<file path="src/rtl/pipe_front_regs.sv">
// Front-end pipeline registers for a simple in-order core: the fetch PC,
// the IF/ID latch, the ID/EX latch with operand forwarding selection, two
// saturating performance counters, and a sticky hazard-consistency flag.
// Every output is a flop, so nothing here is combinational from input to output.

package pipe_front_pkg;

    // Operand source encoding for the ID/EX A and B operand muxes.
    typedef enum logic [1:0] {
        SRC_REG = 2'b00,  // register-file read port (pa / pb)
        SRC_EX  = 2'b01,  // forwarded from the EX stage result
        SRC_MEM = 2'b10,  // forwarded from the MEM stage result
        SRC_WB  = 2'b11   // forwarded from the WB stage result
    } src_sel_e;

    localparam logic [31:0] PC_STEP = 32'd4;
    localparam logic [31:0] NOP_WORD = 32'd0;
    localparam logic [15:0] CNT_MAX = 16'hFFFF;

endpackage : pipe_front_pkg

module pipe_front_regs
    import pipe_front_pkg::*;
(
    input  logic        clk,
    input  logic        rst_n,

    // Hazard unit controls
    input  logic        pc_enable,
    input  logic        ifid_enable,
    input  logic        nop_insertion_s,   // active-low: 0 injects a bubble into ID/EX
    input  logic [1:0]  mux_s_a,
    input  logic [1:0]  mux_s_b,

    // Branch redirect
    input  logic        branch_taken,
    input  logic [31:0] branch_target,

    // Fetch
    input  logic [31:0] instr_in,

    // Operand sources
    input  logic [31:0] pa,
    input  logic [31:0] pb,
    input  logic [31:0] ex_result,
    input  logic [31:0] mem_result,
    input  logic [31:0] wb_result,

    // Decode results
    input  logic [7:0]  id_ctrl,
    input  logic [3:0]  id_rd,

    // Fetch state and IF/ID
    output logic [31:0] pc,
    output logic [31:0] ifid_instr,
    output logic [31:0] ifid_pc,

    // ID/EX
    output logic [31:0] idex_a,
    output logic [31:0] idex_b,
    output logic [7:0]  idex_ctrl,
    output logic [3:0]  idex_rd,

    // Performance and diagnostics
    output logic [15:0] stall_count,
    output logic [15:0] fwd_count,
    output logic        hazard_mismatch
);

    // ------------------------------------------------------------------
    // Next-state signals
    // ------------------------------------------------------------------
    logic [31:0] pc_next;
    logic [31:0] operand_a;
    logic [31:0] operand_b;
    logic        bubble;
    logic        forwarding;
    logic        controls_disagree;

    // The hazard unit drives nop_insertion_s low to request a bubble.
    assign bubble = ~nop_insertion_s;

    // A forwarding event is any live instruction that takes at least one
    // operand from a later stage; two forwarded operands still count once.
    assign forwarding = nop_insertion_s &&
                        ((src_sel_e'(mux_s_a) != SRC_REG) ||
                         (src_sel_e'(mux_s_b) != SRC_REG));

    // The three stall controls are meant to move together; any split is a
    // hazard-unit bug worth latching for later inspection.
    assign controls_disagree = (pc_enable != ifid_enable) ||
                               (pc_enable != nop_insertion_s);

    // Operand source select, shared by the A and B muxes.
    function automatic logic [31:0] pick_operand(
        input logic [1:0]  sel,
        input logic [31:0] reg_val,
        input logic [31:0] ex_val,
        input logic [31:0] mem_val,
        input logic [31:0] wb_val
    );
        logic [31:0] result;
        unique case (src_sel_e'(sel))
            SRC_REG: result = reg_val;
            SRC_EX:  result = ex_val;
            SRC_MEM: result = mem_val;
            SRC_WB:  result = wb_val;
            default: result = reg_val;
        endcase
        return result;
    endfunction

    // Next PC and forwarded operand values; redirect beats advance beats hold.
    always_comb begin
        // NOTE: every signal gets a default before any branch so no path can
        // leave it unassigned, which would otherwise infer a latch.
        pc_next   = pc;
        operand_a = pick_operand(mux_s_a, pa, ex_result, mem_result, wb_result);
        operand_b = pick_operand(mux_s_b, pb, ex_result, mem_result, wb_result);

        if (branch_taken) begin
            pc_next = branch_target;
        end else if (pc_enable) begin
            pc_next = pc + PC_STEP;  // wraps naturally at 2^32
        end
    end

    // ------------------------------------------------------------------
    // Fetch PC
    // ------------------------------------------------------------------

    // Program counter register.
    always_ff @(posedge clk or negedge rst_n) begin
        // NOTE: reset is asynchronous, so it appears in the sensitivity list
        // and clears state without waiting for a clock edge.
        if (!rst_n) begin
            pc <= '0;
        end else begin
            // NOTE: sequential state always uses non-blocking assignment so
            // every flop samples the pre-edge values of its sources.
            pc <= pc_next;
        end
    end

    // ------------------------------------------------------------------
    // IF/ID latch
    // ------------------------------------------------------------------

    // IF/ID: flush to a NOP on redirect, otherwise load when enabled.
    always_ff @(posedge clk or negedge rst_n) begin
        if (!rst_n) begin
            ifid_instr <= NOP_WORD;
            ifid_pc    <= '0;
        end else if (branch_taken) begin
            ifid_instr <= NOP_WORD;
            ifid_pc    <= '0;
        end else if (ifid_enable) begin
            ifid_instr <= instr_in;
            ifid_pc    <= pc;
        end
    end

    // ------------------------------------------------------------------
    // ID/EX latch
    // ------------------------------------------------------------------

    // ID/EX loads every cycle: either a bubble or the decoded instruction.
    always_ff @(posedge clk or negedge rst_n) begin
        if (!rst_n) begin
            idex_a    <= '0;
            idex_b    <= '0;
            idex_ctrl <= '0;
            idex_rd   <= '0;
        end else if (bubble) begin
            idex_a    <= '0;
            idex_b    <= '0;
            idex_ctrl <= '0;
            idex_rd   <= '0;
        end else begin
            idex_a    <= operand_a;
            idex_b    <= operand_b;
            idex_ctrl <= id_ctrl;
            idex_rd   <= id_rd;
        end
    end

    // ------------------------------------------------------------------
    // Performance counters
    // ------------------------------------------------------------------

    // Bubble counter, sticks at all-ones instead of wrapping.
    always_ff @(posedge clk or negedge rst_n) begin
        if (!rst_n) begin
            stall_count <= '0;
        end else if (bubble && (stall_count != CNT_MAX)) begin
            stall_count <= stall_count + 16'd1;
        end
    end

    // Forwarding counter, one per forwarding cycle, sticks at all-ones.
    always_ff @(posedge clk or negedge rst_n) begin
        if (!rst_n) begin
            fwd_count <= '0;
        end else if (forwarding && (fwd_count != CNT_MAX)) begin
            fwd_count <= fwd_count + 16'd1;
        end
    end

    // ------------------------------------------------------------------
    // Diagnostics
    // ------------------------------------------------------------------

    // Sticky flag: once the stall controls disagree, stay set until reset.
    always_ff @(posedge clk or negedge rst_n) begin
        if (!rst_n) begin
            hazard_mismatch <= 1'b0;
        end else if (controls_disagree) begin
            hazard_mismatch <= 1'b1;
        end
    end

endmodule : pipe_front_regs

</file>
<file path="config.mk">
export PLATFORM = sky130hd
export DESIGN_NAME = pipe_front_regs
export DESIGN_NICKNAME = d
export VERILOG_FILES = /design/src/rtl/pipe_front_regs.sv
export SDC_FILE = /design/constraint.sdc
export NUM_CORES = 1
export LEC_CHECK = 0
export BUFFER_PORTS_ARGS = -buffer_cell sky130_fd_sc_hd__buf_2
export CAP_MARGIN = 20
export CELL_PAD_IN_SITES_DETAIL_PLACEMENT = 0
export CELL_PAD_IN_SITES_GLOBAL_PLACEMENT = 2
export CORE_AREA = 3 3 189 191
export DETAILED_ROUTE_END_ITERATION = 10
export DIE_AREA = 0 0 192 194
export GPL_ROUTABILITY_DRIVEN = 1
export PLACE_DENSITY_LB_ADDON = 0.1
export SYNTH_ARGS = -nofsm -noshare
export SYNTH_HDL_FRONTEND = slang
export SYNTH_SLANG_ARGS = --single-unit
</file>
<file path="constraint.sdc">
create_clock -name clk -period 2.89 [get_ports clk]
set_clock_uncertainty 0.1 [all_clocks]
set_input_delay 0.289 -clock clk [delete_from_list [all_inputs] [get_ports clk]]
set_output_delay 0.289 -clock clk [all_outputs]
set_load 0.005 [all_outputs]
</file>
==> results.tsv <==
metric	value	unit
result of the run	finished clean	
leading cell types by total area after synthesis	dfrtp_1, mux4_2, mux2i_1	
clock tree from TritonCTS	yes	
number of setup buffers added after CTS	0	
HPWL Detailed	27.46	mm
path category of the worst min-delay check	primary input to register	
total detailed-routing wirelength	36.33	mm
drt first-iter violations	299	
Worst Setup End Kind	register	
Mapped Area	9868	µm²
register bit count reported by yosys	205	
Tot GR Track Use	18.98	%
net count after synthesis	1053	
clock slew at reported path FFs	0.06	ns
Bufs on Longest Clock Path	3	
residual antenna-violating net count after detailed routing	0	
share of post-route cells with drive strength above 1	43.12	%
number of search-and-repair iterations in the first detailed-routing pass	5	
element type at the critical path start	register	
yosys synthesis warning count	0	
Final Setup Violations	0	
Cell Count Post-Placement	1672	
total CTS buffers	25	
standard-cell rows	68	
DR vias	8347	
core box area	34290	µm²
number of cells upsized or downsized after cts	0	
headroom to the max-slew limit	53.32	%
Slew Viols, Final	0	
count of hold buffers inserted by post-cts repair	77	
share of flip-flops with an asynchronous set or reset after synthesis	100.0	%
routed length per placed instance	20.12	µm
floorplan die height	194	µm
standby leakage power	0.007066	µW
largest net degree at the start of global routing	77	
Max FO, Critical Path	8	
grt total ovfl	0	
required time of the critical path	3.22	ns
DIE WIDTH	192	µm
number of antenna violations at the first check in global routing	19	
via count of the first global-routing pass	8817	
number of nets in the finished design	1570	
Clk Tree Root Cell	clkbuf_16	
Tightest Pin Transition	0.7002	ns
most common cell in the netlist	dfrtp_1	
area of the die	37250	µm²
buffers added on ports	450	
count of H-tree levels built during CTS	1	
synthesis-to-layout area growth	45.29	%
Tcrit/Tclk final	80.04	%
Mean Syn Cell Area	12.27	µm²
source-to-sink clock delay at the later pin of the worst-skew pair	0.51	ns
final weighted congestion in routability-driven placement	0.7860	
f_max	0.4323	GHz
per-cell via count in the routed design	4.622	
number of top-level pins	451	
number of enable flip-flop cells after synthesis	0	
post-synthesis cell type count	46	
area share of the leading cell type in the synthesized netlist	51.98	%
crit path time final	2.313	ns
worst path arrival time	2.65	ns
max cap viols	0	
unrepaired setup endpoints after global routing	no	
TritonCTS sink count	205	
count of endpoints failing hold in the final timing report	0	
type of the setup path with the least slack	register to register	
Synth area leader	dfrtp_1	
count of mapped cells out of synthesis	804	
Remaining DRCs	0	
power per unit of standard cell area	564.6	nW/µm²
sequential element share of the synthesized area	51.98	%
starting density of the core	28.78	%
accumulated negative setup slack	0	ns
VDD IR max	0.4091	mV
number of standard cells in the layout, taps in and fillers out	1806	
wire length of the first global-routing pass	54.38	mm
ys flop type	dfrtp_1	
most used standard cells in the synthesized netlist	dfrtp_1, nor2_1, and2_1, mux2i_1, mux4_2	
[cells by family after synthesis]
group	synth area share, %
xor+xnor	3.373
fa+ha+maj	0.3804
buf+inv	2.460
compound gates	4.197
flops	51.98
simple gates	15.73
mux	21.87
[state kept, by name, indices dropped and copies added, names as in the netlist]
name / cells
ifid_pc: 32
idex_rd: 4
fwd_count: 16
ifid_instr: 32
pc: 32
idex_a: 32
stall_count: 16
hazard_mismatch: 1
idex_ctrl: 8
idex_b: 32
[worst max-delay path: stages, from the launching register on]
cell	delay [ns]
dfrtp_1	0.44
ha_1	0.21
nand4_1	0.21
or4_1	0.60
or4_1	0.50
a31oi_1	0.17
[through the flow]
stage | cell area [µm²] | worst slack [ns] | total power (µW) | hold slack (ns) | utilization (%)
global route | 14340 | 0.3693 | 8522 | 0.04713 | 41.81
global placement | 12670 | 0.6340 | 4829 | 0.2400 | 36.95
floorplan | 9868 | 0.7763 | 4033 | -0.1066 | -
CTS | 14310 | 0.5467 | 8266 | 0.03017 | 41.72
detailed placement | 12670 | 0.5649 | 4824 | 0.2377 | 36.95
finish | 14340 | 0.5770 | 8095 | 0.05812 | 41.82
[final cells by class]
type                    instances  area, µm²
flip-flops and latches        205       5130
diodes                         13      32.53
clock buffers                  36      747.0
inverters                      11      41.29
well taps                     455      569.3
clock inverters                 8      117.6
fillers                      3354      19950
multi-input cells             537       4496
repair buffers                541       3204
[path summary, 6_finish.rpt]
| check | cells past startpoint | from | end | slack, ns |
|---|---|---|---|---|
| worst max-delay path | 5 | pc[2]$_DFFE_PN0N_ | pc[30]$_DFFE_PN0N_ | 0.58 |
| min in group asynchronous | 2 | rst_n | stall_count[13]$_DFFE_PN0P_ | 0.21 |
| worst min register to register | 1 | hazard_mismatch$_DFFE_PN0P_ | hazard_mismatch$_DFFE_PN0P_ | 0.36 |
| worst max register to register | 5 | pc[2]$_DFFE_PN0N_ | pc[30]$_DFFE_PN0N_ | 0.58 |
| worst min-delay path | 3 | pc_enable | hazard_mismatch$_DFFE_PN0P_ | 0.06 |
| max in group asynchronous | 3 | rst_n | idex_a[10]$_DFF_PN0_ | 1.67 |
[where the power goes]
group	switching (µW)	internal [µW]	total (µW)
clock	1230	2050	3270
combinational	677	758	1440
sequential	249	3140	3390
total	2150	5940	8090
[routing by layer]
layer	global-route usage (%)	wire [µm]	vias to the layer above
met1	21.68	13780	4023
met5	0	69	-
li1	-	-	3962
met2	33.31	18410	287
met4	5.747	989	12
met3	6.563	3091	63
[cell usage in the layout, fill, tap and decap left out, types with 10 or more instances in the layout]
cell type      instances
a31oi_1               16
nand2_1               35
o21ai_0               12
clkbuf_16             25
nor3_1                12
xnor2_1               24
or4_1                 12
nand3_1               28
mux2i_1               66
mux4_2                64
and2_1                77
buf_4                 11
dfrtp_1              205
diode_2               13
xor2_1                14
nand4_1               15
dlygate4sd3_1         77
buf_2                447
o31ai_1               10
nor2_1                87
(Power assumes the default switching activity.)
